File: config.mk
export PLATFORM = sky130hd
export DESIGN_NAME = lcd_nibble_sequencer
export DESIGN_NICKNAME = d
export VERILOG_FILES = /design/src/rtl/lcd_nibble_sequencer.sv
export SDC_FILE = /design/constraint.sdc
export NUM_CORES = 1
export LEC_CHECK = 0
export CAP_MARGIN = 20
export CORE_AREA = 4 4 77 79
export DETAILED_ROUTE_END_ITERATION = 8
export DIE_AREA = 0 0 81 83
export SYNTH_ARGS = -nofsm -noshare
export SYNTH_HDL_FRONTEND = slang
export SYNTH_SLANG_ARGS = --single-unit
File: constraint.sdc
create_clock -name clk -period 2.52 [get_ports clk]
set_clock_uncertainty 0.05 [all_clocks]
set_input_delay 0.504 -clock clk [delete_from_list [all_inputs] [get_ports clk]]
set_output_delay 0.504 -clock clk [all_outputs]
set_load 0.02 [all_outputs]
File: src/rtl/lcd_nibble_sequencer.sv
// Physical-bus sequencer for a 4-bit character LCD: sends one byte per start/busy handshake as two timed nibbles.
// Optional LCD_SINGLE_NIBBLE_EN adds a nib_only input for single-nibble (power-on init) transfers.
module lcd_nibble_sequencer #(
    parameter int unsigned SETUP_CYC      = 2,
    parameter int unsigned E_HIGH_CYC     = 12,
    parameter int unsigned HOLD_CYC       = 1,
    parameter int unsigned NIBBLE_GAP_CYC = 50,
    parameter int unsigned BYTE_GAP_CYC   = 2000,
    parameter int unsigned LONG_GAP_CYC   = 82000
) (
    input  logic       clk,
    input  logic       reset,
    input  logic       start,
    input  logic       rs_in,
    input  logic [7:0] data_in,
`ifdef LCD_SINGLE_NIBBLE_EN
    input  logic       nib_only,
`endif
    output logic       busy,
    output logic       done,
    output logic       lcd_e,
    output logic       lcd_rs,
    output logic       lcd_rw,
    output logic [3:0] lcd_d
);

    localparam int unsigned CW = $clog2(LONG_GAP_CYC + 1);
    localparam logic [CW-1:0] ONE     = CW'(1);
    localparam logic [CW-1:0] L_SETUP = CW'(SETUP_CYC);
    localparam logic [CW-1:0] L_EHIGH = CW'(E_HIGH_CYC);
    localparam logic [CW-1:0] L_HOLD  = CW'(HOLD_CYC);
    localparam logic [CW-1:0] L_NGAP  = CW'(NIBBLE_GAP_CYC);
    localparam logic [CW-1:0] L_BGAP  = CW'(BYTE_GAP_CYC);
    localparam logic [CW-1:0] L_LGAP  = CW'(LONG_GAP_CYC);

    typedef enum logic [3:0] {
        IDLE, HI_SETUP, HI_EN, HI_HOLD, NIB_GAP, LO_SETUP, LO_EN, LO_HOLD, BYTE_GAP
    } state_t;

    state_t        r_state;
    logic [CW-1:0] r_cnt;
    logic [7:0]    r_byte;
    logic          r_rs;
    logic          w_last;
    logic          w_single;
    logic          w_long;
    logic [CW-1:0] w_gap_len;

`ifdef LCD_SINGLE_NIBBLE_EN
    logic r_nib_only;
    assign w_single = r_nib_only;
`else
    assign w_single = 1'b0;
`endif

    assign w_last = (r_cnt == ONE);
    // Clear (0x01) and home (0x02/0x03) need the long settle time; single nibbles never do.
    assign w_long    = !r_rs && (r_byte[7:2] == 6'd0) && !w_single;
    assign w_gap_len = w_long ? L_LGAP : L_BGAP;

    always_ff @(posedge clk) begin
        if (reset) begin
            r_state <= IDLE;
            r_cnt   <= '0;
            r_byte  <= '0;
            r_rs    <= 1'b0;
`ifdef LCD_SINGLE_NIBBLE_EN
            r_nib_only <= 1'b0;
`endif
            busy    <= 1'b0;
            done    <= 1'b0;
            lcd_e   <= 1'b0;
            lcd_rs  <= 1'b0;
            lcd_rw  <= 1'b0;
            lcd_d   <= '0;
        end else begin
            done   <= 1'b0;
            lcd_rw <= 1'b0;
            if (r_state != IDLE && !w_last) begin
                r_cnt <= r_cnt - ONE;
            end
            case (r_state)
                IDLE: begin
                    if (start) begin
                        r_byte  <= data_in;
                        r_rs    <= rs_in;
`ifdef LCD_SINGLE_NIBBLE_EN
                        r_nib_only <= nib_only;
`endif
                        lcd_rs  <= rs_in;
                        lcd_d   <= data_in[7:4];
                        busy    <= 1'b1;
                        r_cnt   <= L_SETUP;
                        r_state <= HI_SETUP;
                    end
                end
                HI_SETUP: if (w_last) begin
                    lcd_e   <= 1'b1;
                    r_cnt   <= L_EHIGH;
                    r_state <= HI_EN;
                end
                HI_EN: if (w_last) begin
                    lcd_e   <= 1'b0;
                    r_cnt   <= L_HOLD;
                    r_state <= HI_HOLD;
                end
                HI_HOLD: if (w_last) begin
                    if (w_single) begin
                        r_cnt   <= w_gap_len;
                        r_state <= BYTE_GAP;
                    end else begin
                        r_cnt   <= L_NGAP;
                        r_state <= NIB_GAP;
                    end
                end
                NIB_GAP: if (w_last) begin
                    lcd_d   <= r_byte[3:0];
                    r_cnt   <= L_SETUP;
                    r_state <= LO_SETUP;
                end
                LO_SETUP: if (w_last) begin
                    lcd_e   <= 1'b1;
                    r_cnt   <= L_EHIGH;
                    r_state <= LO_EN;
                end
                LO_EN: if (w_last) begin
                    lcd_e   <= 1'b0;
                    r_cnt   <= L_HOLD;
                    r_state <= LO_HOLD;
                end
                LO_HOLD: if (w_last) begin
                    r_cnt   <= w_gap_len;
                    r_state <= BYTE_GAP;
                end
                BYTE_GAP: if (w_last) begin
                    busy    <= 1'b0;
                    done    <= 1'b1;
                    r_state <= IDLE;
                end
                default: r_state <= IDLE;
            endcase
        end
    end

endmodule

==> metrics.txt <==
status=complete, no violations; CTS tree=built; via/cell ratio=5.37; antenna cells=0; Synth Instances=around 250; hold_buf cts=0; FF-to-FF End=r_cnt[6]; DP Area=between 2000 and 2500 um^2; Pre-Repair DR Iteration Count=4; ys async rst share=0; Residual DRC=0; maximum VDD drop=328 uV; H-tree Lvls=2; Achievable Freq=about 430 MHz; Post-synth EDFFs=0; final hold vios=0; 1st-iter DRT viols=100; Main synth FF type=dfxtp_1; Worst R2R Setup Slack=approximately 210 ps; Worst EP required=~2600 ps; crit path capture type=flop; number of antenna-violating nets in the routed design=0; kind of critical path=reg -> reg; die width=81 um; leading area contributor after synthesis=dfxtp_1; Critical Path Fanout Max=6; pwr/cell area=~700 nW/um^2; Resize count post-CTS=0; leak pwr=0.874 nW; Hold Crit Start=r_byte[1]; clk root buf=clkbuf_8; Row Count=27; number of synthesized register bits=37; core area=5340 um^2; first-pass GRT wire length=roughly 8600 um; clk slew on worst S/H paths=80 ps; Final GP Congestion=0.885; worst-margin pin slew=roughly 860 ps; Wirelength per Cell=13.9 um; RSZ-0062 raised after global routing=false; Finished Cell Area=2370 um^2; Die H=approximately 83 um; hold depth=2; Worst Hold End=r_byte[1]; reg2reg start=r_cnt[0]; Vias=1880; grt ovf=0; share of post-route cells with drive strength above 1=0.108; clock latency at the later pin of the worst-skew pair=290 ps; drt total wl=4880 um; maxcap violations=0; register area share after synthesis=0.380; Max Slew Vio Count=0; count leader, synth=nand2_1; Place WS=279 ps; largest net degree at the start of global routing=24; die area=around 6700 um^2; clk sinks=37; number of global-route vias before repair=1829; R2R depth=6; Synth top area share=0.380; total CTS buffers=5; final worst setup slack=214 ps; Syn Area/Cell=~7.8 um^2; synthesis-to-layout area growth=21.4%; setup bufs post-CTS=0; Syn Nets=263; Initial Util=0.365; yosys warns=0; initial antenna violation count=0; GRT Total Usage=0.157; Max Root-Sink Buffers=2; Util after Layout=0.444; IO Pins=21; Tmin final=2310 ps; Hold WC Path Type=reg -> reg; final period utilization=0.915; port bufs=19; post-synth cell types=44; nets@finish=291; setup TNS=0 ps; most frequent cells after synthesis=41 x nand2_1, 37 x dfxtp_1, 26 x nor2_1, 18 x a21oi_1, 12 x nor3_1; # setup viols final=0; Synth Cell Area=1950 um^2; slew margin rel.=0.421; Worst Setup Start Kind=flop; WP data arrival=~2400 ps; hpwl dp=approximately 3600 um; Synth area leaders=dfxtp_1 38%, nand2_1 7.9%, nor2_1 5.0%
worst max-delay path, stage by stage, from the launching register on:
cell and delay (ps):
dfxtp_1 400, ha_1 160, nor4b_1 450, and4_1 400, nand2_1 80, a2111oi_0 520, a211oi_1 100
worst max-delay path by stage:
stage | slack, ps | to | from
finish | 210 | r_cnt[6] | r_cnt[0]
global placement | 270 | r_cnt[14] | r_cnt[5]
floorplan | 440 | r_cnt[14] | r_cnt[5]
global route | 30 | r_cnt[4] | r_cnt[0]
detailed placement | 280 | r_cnt[5] | r_cnt[0]
CTS | 250 | r_cnt[6] | r_cnt[0]
placed cells by master, fill, tap and decap left out, types with 3 or more instances in the layout:
cell	instances
a31oi_1	3
or4_1	3
nor2_1	26
or3_1	5
nand4_1	4
a211oi_1	4
a221oi_1	4
inv_1	6
xor2_1	6
o31ai_1	3
clkdlybuf4s50_1	19
clkbuf_8	5
xnor2_1	7
dfxtp_1	37
a21oi_1	18
a311oi_1	4
o21ai_1	9
nand2_1	41
buf_4	18
nor4_1	9
nor3_1	12
nand3_1	6
o41ai_1	3
power breakdown:
part,switching (mW),total (mW),leakage (nW),internal (mW)
clock,0.233,0.429,0.0445,0.196
combinational,0.306,0.577,0.527,0.271
sequential,0.0532,0.697,0.303,0.644
total,0.592,1.70,0.874,1.11
flip-flops by register name, indices dropped and copies added (netlist names):
name	count
lcd_d	4
done	1
r_rs	1
r_cnt	17
r_state	4
lcd_e	1
r_byte	8
busy	1
stage by stage:
step                      total power [mW]  instances  hold WS, ps
final                                 1.70        350          410
after floorplan                       1.12        249          381
after global routing                  1.82        350          436
after detailed placement              1.28        342          399
after CTS                             1.72        350          412
after global placement                1.28        342          392
metal layers:
metal  vias up  global-route usage  share of wire
met5         -                   0              0
met4         0              0.0507          0.012
met3         7              0.0369          0.045
met2        40               0.234           0.46
met1       875               0.222           0.48
li1        958                   -              -
logic make-up (layout without fill, tap and decap cells):
group	after synthesis	after routing	synth area share
simple gates	119	119	0.306
compound gates	55	55	0.185
flops	37	37	0.380
buf+inv	22	51	0.0564
xor+xnor	13	13	0.0584
fa+ha+maj	2	2	0.0128
other cells	1	1	0.00192
cell type report:
| cell class | count | area (um^2) |
|---|---|---|
| timing repair buffer | 37 | 325 |
| multi-input combinational | 190 | 1100 |
| tap | 72 | 90.1 |
| sequential | 37 | 741 |
| inverter | 6 | 22.5 |
| fill | 567 | 2970 |
| clock buffer | 5 | 68.8 |
| clock inverter | 3 | 21.3 |
No activity file was read; power rests on OpenSTA's default activity.
